`src/rtl/cpu_pkg.sv`:
```
// rtl/cpu_pkg.sv - opcode/funct3/ALU constants, control bundle and decode helper
package cpu_pkg;

  localparam logic [6:0] OP_R      = 7'b0110011;
  localparam logic [6:0] OP_IMM    = 7'b0010011;
  localparam logic [6:0] OP_LOAD   = 7'b0000011;
  localparam logic [6:0] OP_STORE  = 7'b0100011;
  localparam logic [6:0] OP_BRANCH = 7'b1100011;
  localparam logic [6:0] OP_LUI    = 7'b0110111;
  localparam logic [6:0] OP_AUIPC  = 7'b0010111;
  localparam logic [6:0] OP_JAL    = 7'b1101111;
  localparam logic [6:0] OP_JALR   = 7'b1100111;

  localparam logic [2:0] F3_ADD  = 3'd0;
  localparam logic [2:0] F3_SLL  = 3'd1;
  localparam logic [2:0] F3_SLT  = 3'd2;
  localparam logic [2:0] F3_SLTU = 3'd3;
  localparam logic [2:0] F3_XOR  = 3'd4;
  localparam logic [2:0] F3_SR   = 3'd5;
  localparam logic [2:0] F3_OR   = 3'd6;
  localparam logic [2:0] F3_AND  = 3'd7;

  typedef enum logic [3:0] {
    ALU_ADD, ALU_SUB, ALU_SLL, ALU_SLT, ALU_SLTU,
    ALU_XOR, ALU_SRL, ALU_SRA, ALU_OR, ALU_AND
  } alu_op_e;

  typedef enum logic [1:0] {OCC_EMPTY, OCC_ONE, OCC_FULL} occ_e;

  typedef struct packed {
    logic    mem_read;
    logic    mem_write;
    logic    reg_write;
    logic    out_ctr;
    logic    alu_in_ctr;
    logic    branch;
    logic    jump;
    logic    illegal;
    alu_op_e alu;
    logic [2:0] br_cond;
  } ctrl_t;

  function automatic alu_op_e alu_from_f3(input logic [2:0] f3, input logic alt);
    case (f3)
      F3_ADD:  return alt ? ALU_SUB : ALU_ADD;
      F3_SLL:  return ALU_SLL;
      F3_SLT:  return ALU_SLT;
      F3_SLTU: return ALU_SLTU;
      F3_XOR:  return ALU_XOR;
      F3_SR:   return alt ? ALU_SRA : ALU_SRL;
      F3_OR:   return ALU_OR;
      default: return ALU_AND;
    endcase
  endfunction

  // rv64 widens shift amounts to 6 bits and admits the doubleword load/store widths
  function automatic ctrl_t decode(input logic [31:0] inst, input logic rv64);
    ctrl_t      c;
    logic       ok;
    logic [2:0] f3;
    logic [6:0] f7;
    f3 = inst[14:12];
    f7 = inst[31:25];
    c = '0;
    c.alu = ALU_ADD;
    c.br_cond = f3;
    ok = 1'b1;
    case (inst[6:0])
      OP_R: begin
        c.reg_write = 1'b1;
        if (f7 == 7'b0000000)
          c.alu = alu_from_f3(f3, 1'b0);
        else if (f7 == 7'b0100000 && (f3 == F3_ADD || f3 == F3_SR))
          c.alu = alu_from_f3(f3, 1'b1);
        else
          ok = 1'b0;
      end
      OP_IMM: begin
        c.reg_write  = 1'b1;
        c.alu_in_ctr = 1'b1;
        c.alu = alu_from_f3(f3, 1'b0);
        if (f3 == F3_SLL)
          ok = (inst[31:26] == 6'b0) && (rv64 || !inst[25]);
        else if (f3 == F3_SR) begin
          ok = (inst[31:26] == 6'b0 || inst[31:26] == 6'b010000) && (rv64 || !inst[25]);
          c.alu = alu_from_f3(f3, inst[30]);
        end
      end
      OP_LOAD: begin
        c.mem_read   = 1'b1;
        c.reg_write  = 1'b1;
        c.out_ctr    = 1'b1;
        c.alu_in_ctr = 1'b1;
        ok = (f3 != 3'd7) && (rv64 || (f3 != 3'd3 && f3 != 3'd6));
      end
      OP_STORE: begin
        c.mem_write  = 1'b1;
        c.alu_in_ctr = 1'b1;
        ok = (f3 < 3'd3) || (rv64 && f3 == 3'd3);
      end
      OP_BRANCH: begin
        c.branch = 1'b1;
        c.alu    = ALU_SUB;
        ok = (f3 != 3'd2) && (f3 != 3'd3);
      end
      OP_LUI, OP_AUIPC: begin
        c.reg_write  = 1'b1;
        c.alu_in_ctr = 1'b1;
      end
      OP_JAL: begin
        c.jump      = 1'b1;
        c.reg_write = 1'b1;
      end
      OP_JALR: begin
        c.jump      = 1'b1;
        c.reg_write = 1'b1;
        ok = (f3 == 3'd0);
      end
      default: ok = 1'b0;
    endcase
    if (!ok) begin
      c = '0;
      c.alu     = ALU_ADD;
      c.illegal = 1'b1;
      c.br_cond = f3;
    end
    return c;
  endfunction

endpackage

```
`src/rtl/imm_gen.sv`:
```
// rtl/imm_gen.sv - combinational I/S/B/U/J immediate extraction, sign-extended to XLEN
module imm_gen
  import cpu_pkg::*;
#(
  parameter int XLEN = 32
) (
  input  logic [31:0]     inst,
  output logic [XLEN-1:0] imm
);

  logic [31:0] imm32;

  always_comb begin
    imm32 = '0;
    case (inst[6:0])
      OP_IMM, OP_LOAD, OP_JALR: imm32 = {{20{inst[31]}}, inst[31:20]};
      OP_STORE:                 imm32 = {{20{inst[31]}}, inst[31:25], inst[11:7]};
      OP_BRANCH:                imm32 = {{20{inst[31]}}, inst[7], inst[30:25], inst[11:8], 1'b0};
      OP_LUI, OP_AUIPC:         imm32 = {inst[31:12], 12'b0};
      OP_JAL:                   imm32 = {{12{inst[31]}}, inst[19:12], inst[20], inst[30:21], 1'b0};
      default:                  imm32 = '0;
    endcase
  end

  // every format is 32 bits wide with bit 31 = INST[31], so one widening covers all
  assign imm = XLEN'($signed(imm32));

endmodule

```
`src/rtl/decode_pipe.sv`:
```
// rtl/decode_pipe.sv - one-cycle instruction decoder with output and skid registers
module decode_pipe
  import cpu_pkg::*;
#(
  parameter int XLEN  = 32,
  parameter int ALU_W = 4
) (
  input  logic             clk,
  input  logic             reset,
  input  logic             flush,
  input  logic             in_valid,
  output logic             in_ready,
  input  logic [31:0]      INST,
  input  logic [XLEN-1:0]  pc_in,
  output logic             out_valid,
  input  logic             out_ready,
  output logic [XLEN-1:0]  pc_out,
  output logic             mem_read,
  output logic             mem_write,
  output logic             reg_write,
  output logic             out_ctr,
  output logic             alu_in_ctr,
  output logic             branch,
  output logic             jump,
  output logic             illegal,
  output logic [ALU_W-1:0] alu_ctr,
  output logic [2:0]       br_cond,
  output logic [XLEN-1:0]  ext_out
);

  typedef struct packed {
    ctrl_t           ctrl;
    logic [XLEN-1:0] imm;
    logic [XLEN-1:0] pc;
  } entry_t;

  occ_e            state_q, state_d;
  entry_t          dec_entry, out_q, skid_q, shown;
  logic [XLEN-1:0] imm;
  logic            in_fire, out_fire;
  logic            load_out, out_from_skid, load_skid;

  imm_gen #(.XLEN(XLEN)) u_imm_gen (
    .inst (INST),
    .imm  (imm)
  );

  assign dec_entry = '{ctrl: decode(INST, XLEN == 64), imm: imm, pc: pc_in};

  // in_ready depends only on registered occupancy, never on out_ready
  assign in_ready  = reset && (state_q != OCC_FULL);
  assign out_valid = (state_q != OCC_EMPTY);
  assign in_fire   = in_valid && in_ready;
  assign out_fire  = out_valid && out_ready;

  always_ff @(posedge clk or negedge reset) begin
    if (!reset) state_q <= OCC_EMPTY;
    else        state_q <= state_d;
  end

  always_comb begin
    state_d       = state_q;
    load_out      = 1'b0;
    out_from_skid = 1'b0;
    load_skid     = 1'b0;
    if (flush) begin
      state_d = OCC_EMPTY;
    end else begin
      case (state_q)
        OCC_EMPTY: begin
          if (in_fire) begin
            load_out = 1'b1;
            state_d  = OCC_ONE;
          end
        end
        OCC_ONE: begin
          if (in_fire && out_fire) begin
            load_out = 1'b1;
          end else if (in_fire) begin
            load_skid = 1'b1;
            state_d   = OCC_FULL;
          end else if (out_fire) begin
            state_d = OCC_EMPTY;
          end
        end
        OCC_FULL: begin
          if (out_fire) begin
            load_out      = 1'b1;
            out_from_skid = 1'b1;
            state_d       = OCC_ONE;
          end
        end
        default: state_d = OCC_EMPTY;
      endcase
    end
  end

  always_ff @(posedge clk or negedge reset) begin
    if (!reset) begin
      out_q  <= '0;
      skid_q <= '0;
    end else begin
      if (load_out)  out_q  <= out_from_skid ? skid_q : dec_entry;
      if (load_skid) skid_q <= dec_entry;
    end
  end

  // stale register contents never leak out while nothing is valid
  assign shown = out_valid ? out_q : '0;

  assign pc_out     = shown.pc;
  assign ext_out    = shown.imm;
  assign mem_read   = shown.ctrl.mem_read;
  assign mem_write  = shown.ctrl.mem_write;
  assign reg_write  = shown.ctrl.reg_write;
  assign out_ctr    = shown.ctrl.out_ctr;
  assign alu_in_ctr = shown.ctrl.alu_in_ctr;
  assign branch     = shown.ctrl.branch;
  assign jump       = shown.ctrl.jump;
  assign illegal    = shown.ctrl.illegal;
  assign alu_ctr    = ALU_W'(shown.ctrl.alu);
  assign br_cond    = shown.ctrl.br_cond;

endmodule

```
`config.mk`:
```
export PLATFORM = sky130hd
export DESIGN_NAME = decode_pipe
export DESIGN_NICKNAME = d
export VERILOG_FILES = /design/src/rtl/cpu_pkg.sv /design/src/rtl/imm_gen.sv /design/src/rtl/decode_pipe.sv
export SDC_FILE = /design/constraint.sdc
export NUM_CORES = 1
export LEC_CHECK = 0
export ABC_AREA = 0
export BUFFER_PORTS_ARGS = -buffer_cell sky130_fd_sc_hd__buf_2
export CORE_MARGIN = 2
export CORE_UTILIZATION = 25
export DETAILED_ROUTE_END_ITERATION = 6
export RECOVER_POWER = 50
export SLEW_MARGIN = 20
export SYNTH_ARGS = -nofsm -noshare
export SYNTH_HDL_FRONTEND = slang
export SYNTH_SLANG_ARGS = --single-unit
```
`constraint.sdc`:
```
create_clock -name clk -period 1.5 [get_ports clk]
set_input_delay 0.3 -clock clk [delete_from_list [all_inputs] [get_ports clk]]
set_output_delay 0.3 -clock clk [all_outputs]
set_load 0.01 [all_outputs]
```
Word level (Yosys, flattened, before mapping). Cells that the tools add are included.

Magnitude comparators: 1. Equal/unequal tests: 28. Multiplexer cells: 41. Reductions and logical operators: 25.

Operator list (count): $pmux W32 S5 (1); $mux W79 (2); $pmux W4 S7 (2); $eq A7 B6 Y1 const B (4); $pmux W4 S6 (1); $eq A7 B7 Y1 const B (3); $mux W1 (20); $mux W4 (4); $mux W15 (1); $ne A3 B3 Y1 const B (5); $eq A7 B5 Y1 const B (2); $mux W2 (6); $pmux W4 S3 (1); $logic_and A1 B1 Y1 (10); $eq A3 B3 Y1 const B (3); $eq A7 B2 Y1 const B (1); $logic_not A7 Y1 (1); $pmux W1 S7 (1); $reduce_or A7 Y1 (1); $eq A3 B2 Y1 const B (2); $eq A6 B5 Y1 const B (1); $logic_not A6 Y1 (1); $ne A3 B2 Y1 const B (2); $pmux W2 S3 (1); 16 further kinds (19).

Register bits: 160. Input port bits: 69. Output and inout bits: 81. Logic and storage cells: 120.

Longest topological paths before layout.
Depth in word-level cells: 8. Depth in mapped cells: 8. Gate-level depth less buffers: 5.

Cells and area by module. From an unflattened synthesis, not the netlist that was laid out.

Cells, all modules: 846. Area, all modules: 7957.6 µm².

By module, submodules not included: decode_pipe (instances 1, cells each 767, area an instance 7410.9 µm², sequential area each 3953.8 µm²); imm_gen (instances 1, cells each 79, area an instance 546.8 µm², sequential area each 0.0 µm²).

Least setup slack after synthesis. OpenSTA, ideal clock, no wires.

Kind: reg2out. Start: register state_q[0]. End: output port out_ctr. Data arrival time: 1.382 ns. Required time: 1.200 ns. Path slack: -0.182 ns. Cell stages (with the launch flop): 6. Path buffers: 3. Path through: dfrtp_1 -> or2_2 -> clkbuf_1 -> clkbuf_1 -> and2_1 -> buf_4.

Longest elaborated chain between the ends: 2.

Ends and longest elaborated chain: start, declared (line decode_pipe.sv:37) `occ_e state_q, state_d;`; start signal, assigned (line decode_pipe.sv:58) `else state_q <= state_d;`; $reduce_bool A2 Y1 (line decode_pipe.sv:52) `assign out_valid = (state_q != OCC_EMPTY);`; named net out_valid (line decode_pipe.sv:15) `output logic out_valid,`; $mux W79 (line decode_pipe.sv:109) `assign shown = out_valid ? out_q : '0;`; end, declared (line decode_pipe.sv:21) `output logic out_ctr,`.

The timed path passes the listed nets, and every way through them passes these cells.

Worst setup path after layout.
Start: register state_q[0]. End: output port pc_out[3].

Longest elaborated chain between the ends: 2.

Ends and longest elaborated chain: $reduce_bool A2 Y1 (line decode_pipe.sv:52); $mux W79 (line decode_pipe.sv:109); end, declared (line decode_pipe.sv:17) `output logic [XLEN-1:0] pc_out,`.

No other way between the ends.

==> summary.md <==
After detailed placement, the design holds a cell count of 1422. The later pin in the worst-skew pair is clocked with a latency of 0.42 ns. Clock-pin slew was measured on the worst setup and hold paths at 0.07 ns. The tools report the maximum level of the CTS H-tree as 4.

Most used routing layer in global routing: met2. The height of the die was 181.2 um; the proportion of synthesized flip-flops having asynchronous set or reset was 100.0%. The run gives 0 as the max-cap violation count. For met2 alone, demand over resource in global routing was 26.28%. The capturing element type of the critical path is an output pin. The Yosys step of the flow raised 0 warnings. Between clock sinks in the finished design, the worst skew comes to 0.008808 ns.

The starting density of the core was 25.52%. Sequential elements use 50.37% of the synthesized area. Derived from the worst setup path, the maximum achievable clock frequency is 0.5192 GHz.

The instance count along the most critical hold path came out at 2. The global placer's final weighted congestion is 0.8059. The die width was 181.2 um; the area growth from synthesis to layout was 62.08%. The highest fanout seen on the critical path works out to 9. The fraction of final layout cells sized beyond drive strength 1 was 48.85%; the count of routing violations after the opening detailed-route iteration was 397. The number of cells on the worst reg-to-reg path is 7. The longest clock path from root to sink contains 2 buffers. The synthesized design contains 0 enable-type register cells.

The internal power of the cells totals 8.645 mW. STA classifies the critical path startpoint as a flip-flop. The detail route stage leaves a number of antenna-violating nets equal to 0. Entering global routing, the biggest net connects 52 pins.

In the finished design, the share of the clock period the worst path needs comes to 128.4%. Summed over all cells, the static leakage comes to 5.727 nW. For the total standard cell area after synthesis, the log shows 7849 um^2.

The start-to-end type of the worst setup path was reg -> out. Adding up every negative setup slack in the final design gives -80.99 ns. Counting flops and latches in the post-synthesis netlist gives 158.

The run gives -0.4259 ns as the post-route worst setup slack. The number of I/O pins came out at 150. The tree is rooted in a clkbuf_16. Total congestion overflow after global routing: 0.

The post-layout net count is 1186, and the total power divided by cell area is 929.9 nW/um^2. The total DRC errors in the routed layout was 0; the total nets after synthesis was 915. Dividing the detail-routed via count by the number of cells gives 4.832. The logs give 1.20 ns for the data required time of the worst path and 30750 um^2 for the area inside the core boundary. TritonCTS built the clock tree. Global routing consumed, over all layers together, 16.08% of the routing resources. For the number of slew-limit violations in the final report, the log shows 0.

The class of the tightest hold or removal check is in -> reg. Via count of the first global-routing pass: 7238. Data arrives at the worst endpoint at 1.63 ns. The most used flip-flop cell after synthesis is dfrtp_1. Setup repair after global routing could not meet its margin everywhere. After synthesis, the netlist uses 57 different library cells.

The run gives 5 as the first-pass detailed-route iteration total. The wire-length estimate of the detail-placed layout is 16460 um. The total power came out at 11.83 mW.

Global routing used 2.943% of the available met3 tracks. Setup violations remaining at the end of the flow were counted as 238. The run gives 158 as the TritonCTS sink count.

Net switching is 26.92% of the power. For this design the total switching power over the nets is 3.184 mW. For the combinational group share of total power, the log shows 19.0%.

For the number of endpoints with negative hold slack in the final report, the log shows 0. During placement, the flow inserted port buffers numbering 149. The relative slew slack is 42.13%, and the number of core rows is 64.

Synthesized area divided by synthesized cell count: 9.278 um^2. The checks that failed: negative setup slack. The global-route wire length before repair is 41310 um. Summed over all layers, the routed wires come to 28380 um. Detailed routing inserted a total of 7383 vias. After detailed routing, the average wire length per cell comes to 18.57 um. The tools report the peak supply drop as 0.6920 mV.

For this run, the number of standard cells in the final layout without fillers is 1528. Global routing consumed, on the met1 layer, 21.76% of the routing resources. The tools report the number of CTS-inserted buffers as 17. The filler cells instantiated in the layout total 2966.

The smallest clock period supported by the final layout is computed as 1.926 ns. For the pin with the worst max-slew slack, the measured transition is 0.8681 ns. The run finished, with violations left.

The die covers 32830 um^2. The number of antenna violations at the first check in global routing came out at 2. Sequential share of power: 43.1%. Counting every instance in the synthesized netlist gives 846.

The relative contribution of the clock network to total power was 37.9%.
cells by family (layout without fill, tap and decap cells):
family	count (synthesis)	in the layout	synth area share (%)
flops	158	158	50.37
simple gates	349	352	21.62
other cells	0	2	0
mux	41	41	5.882
compound gates	224	224	17.46
buf+inv	74	355	4.671
synthesized netlist by cell type, types with 5 or more instances:
master,n,area share (%)
nand2b_1,5,0.40
nor2_1,58,2.8
buf_6,5,0.72
and2_1,81,6.5
a22oi_1,12,1.1
o21ai_0,72,4.6
clkbuf_1,33,1.6
nand3_1,16,1.0
buf_2,23,1.5
nand2_1,159,7.6
buf_4,6,0.57
o211ai_1,5,0.48
mux2_2,37,5.3
a31oi_1,44,3.5
o21ai_1,19,1.2
dfrtp_1,158,50
a211oi_1,15,1.4
a21oi_1,34,2.2
critical path: stages, from the launching register on:
cell,delay (ns)
dfrtp_1,0.39
or2_4,0.34
clkbuf_16,0.19
and2_1,0.15
buf_2,0.13
area by class of cell:
class	count	area, um^2	area share [%]
Timing Repair Buffer	320	3525	27.71
Clock inverter	14	166.4	1.308
Multi-Input combinational cell	617	4134	32.50
Antenna cell	2	5.005	0.03934
Clock buffer	18	429.2	3.374
Inverter	3	11.26	0.08852
Sequential cell	158	3955	31.09
Tap cell	396	495.5	3.895
stage by stage:
| stage | worst slack, ns | hold slack [ns] | utilization (%) | instance area [um^2] |
|---|---|---|---|---|
| 2_1_floorplan | -0.08845 | 0.004409 | - | 8108 |
| 3_3_place_gp | -0.4226 | 0.2272 | 32.35 | 9948 |
| 3_5_place_dp | -0.4009 | 0.2325 | 32.35 | 9948 |
| 4_1_cts | -0.4795 | -0.03373 | 37.78 | 11620 |
| 5_1_grt | -0.4754 | 0.1131 | 41.37 | 12720 |
| 6_report | -0.4259 | 0.1224 | 41.37 | 12720 |
worst paths after layout:
| check | from | to | slack (ns) |
|---|---|---|---|
| setup / recovery | state_q[0]$_DFFE_PN0P_ | pc_out[3] | -0.43 |
| max in group asynchronous | reset | skid_q[77]$_DFFE_PN0P_ | 0.05 |
| min in group asynchronous | reset | state_q[1]$_DFFE_PN0P_ | 0.51 |
| setup reg to reg | state_q[0]$_DFFE_PN0P_ | out_q[32]$_DFFE_PN0P_ | -0.41 |
| hold reg to reg | out_q[55]$_DFFE_PN0P_ | out_q[55]$_DFFE_PN0P_ | 0.48 |
| hold / removal | pc_in[9] | skid_q[9]$_DFFE_PN0P_ | 0.12 |
cells in the final DEF, fill, tap and decap left out, types with 6 or more instances in the layout:
cell type and count:
dfrtp_1 157, nand2_1 144, buf_2 91, buf_4 75, buf_6 74, and2_4 59, o21ai_1 57, nor2_1 56
a31oi_1 40, buf_12 37, mux2_2 36, clkbuf_16 30, and2_1 22, a21oi_2 22, o21ai_2 18, o21ai_0 15
nand2_2 13, nand3_1 11, a211oi_1 11, buf_16 11, a21oi_1 10, a22oi_1 8, buf_8 6
metal layers:
metal	routed length, um	share of wire (%)
met5	0	0
met1	13140	46
met2	13720	48
met3	1094	3.9
met4	427	1.5
flip-flops by register name (all words and copies together) (netlist names):
| signal | count |
|---|---|
| out_q | 78 |
| state_q | 2 |
| skid_q | 78 |
power by group through the flow:
stage	combinational (mW)	sequential (mW)	clock, mW
after floorplan	0.971	5.04	0
after global placement	1.65	5.12	0
after detailed placement	1.69	5.15	0
after CTS	1.98	5.07	4.59
after global routing	2.45	5.16	4.81
final	2.25	5.09	4.49
timing repair:
| item | CTS | global route |
|---|---|---|
| buffers inserted | 19 | 14 |
| endpoints found under the setup margin | 235 | 238 |
| cloned | 18 | 20 |
| endpoints found under the hold margin | 42 | 15 |
| resized for setup | 99 | 183 |
| hold buffers | 1 | 3 |
| pin swaps | 11 | 47 |
No activity file was read; power rests on OpenSTA's default activity.
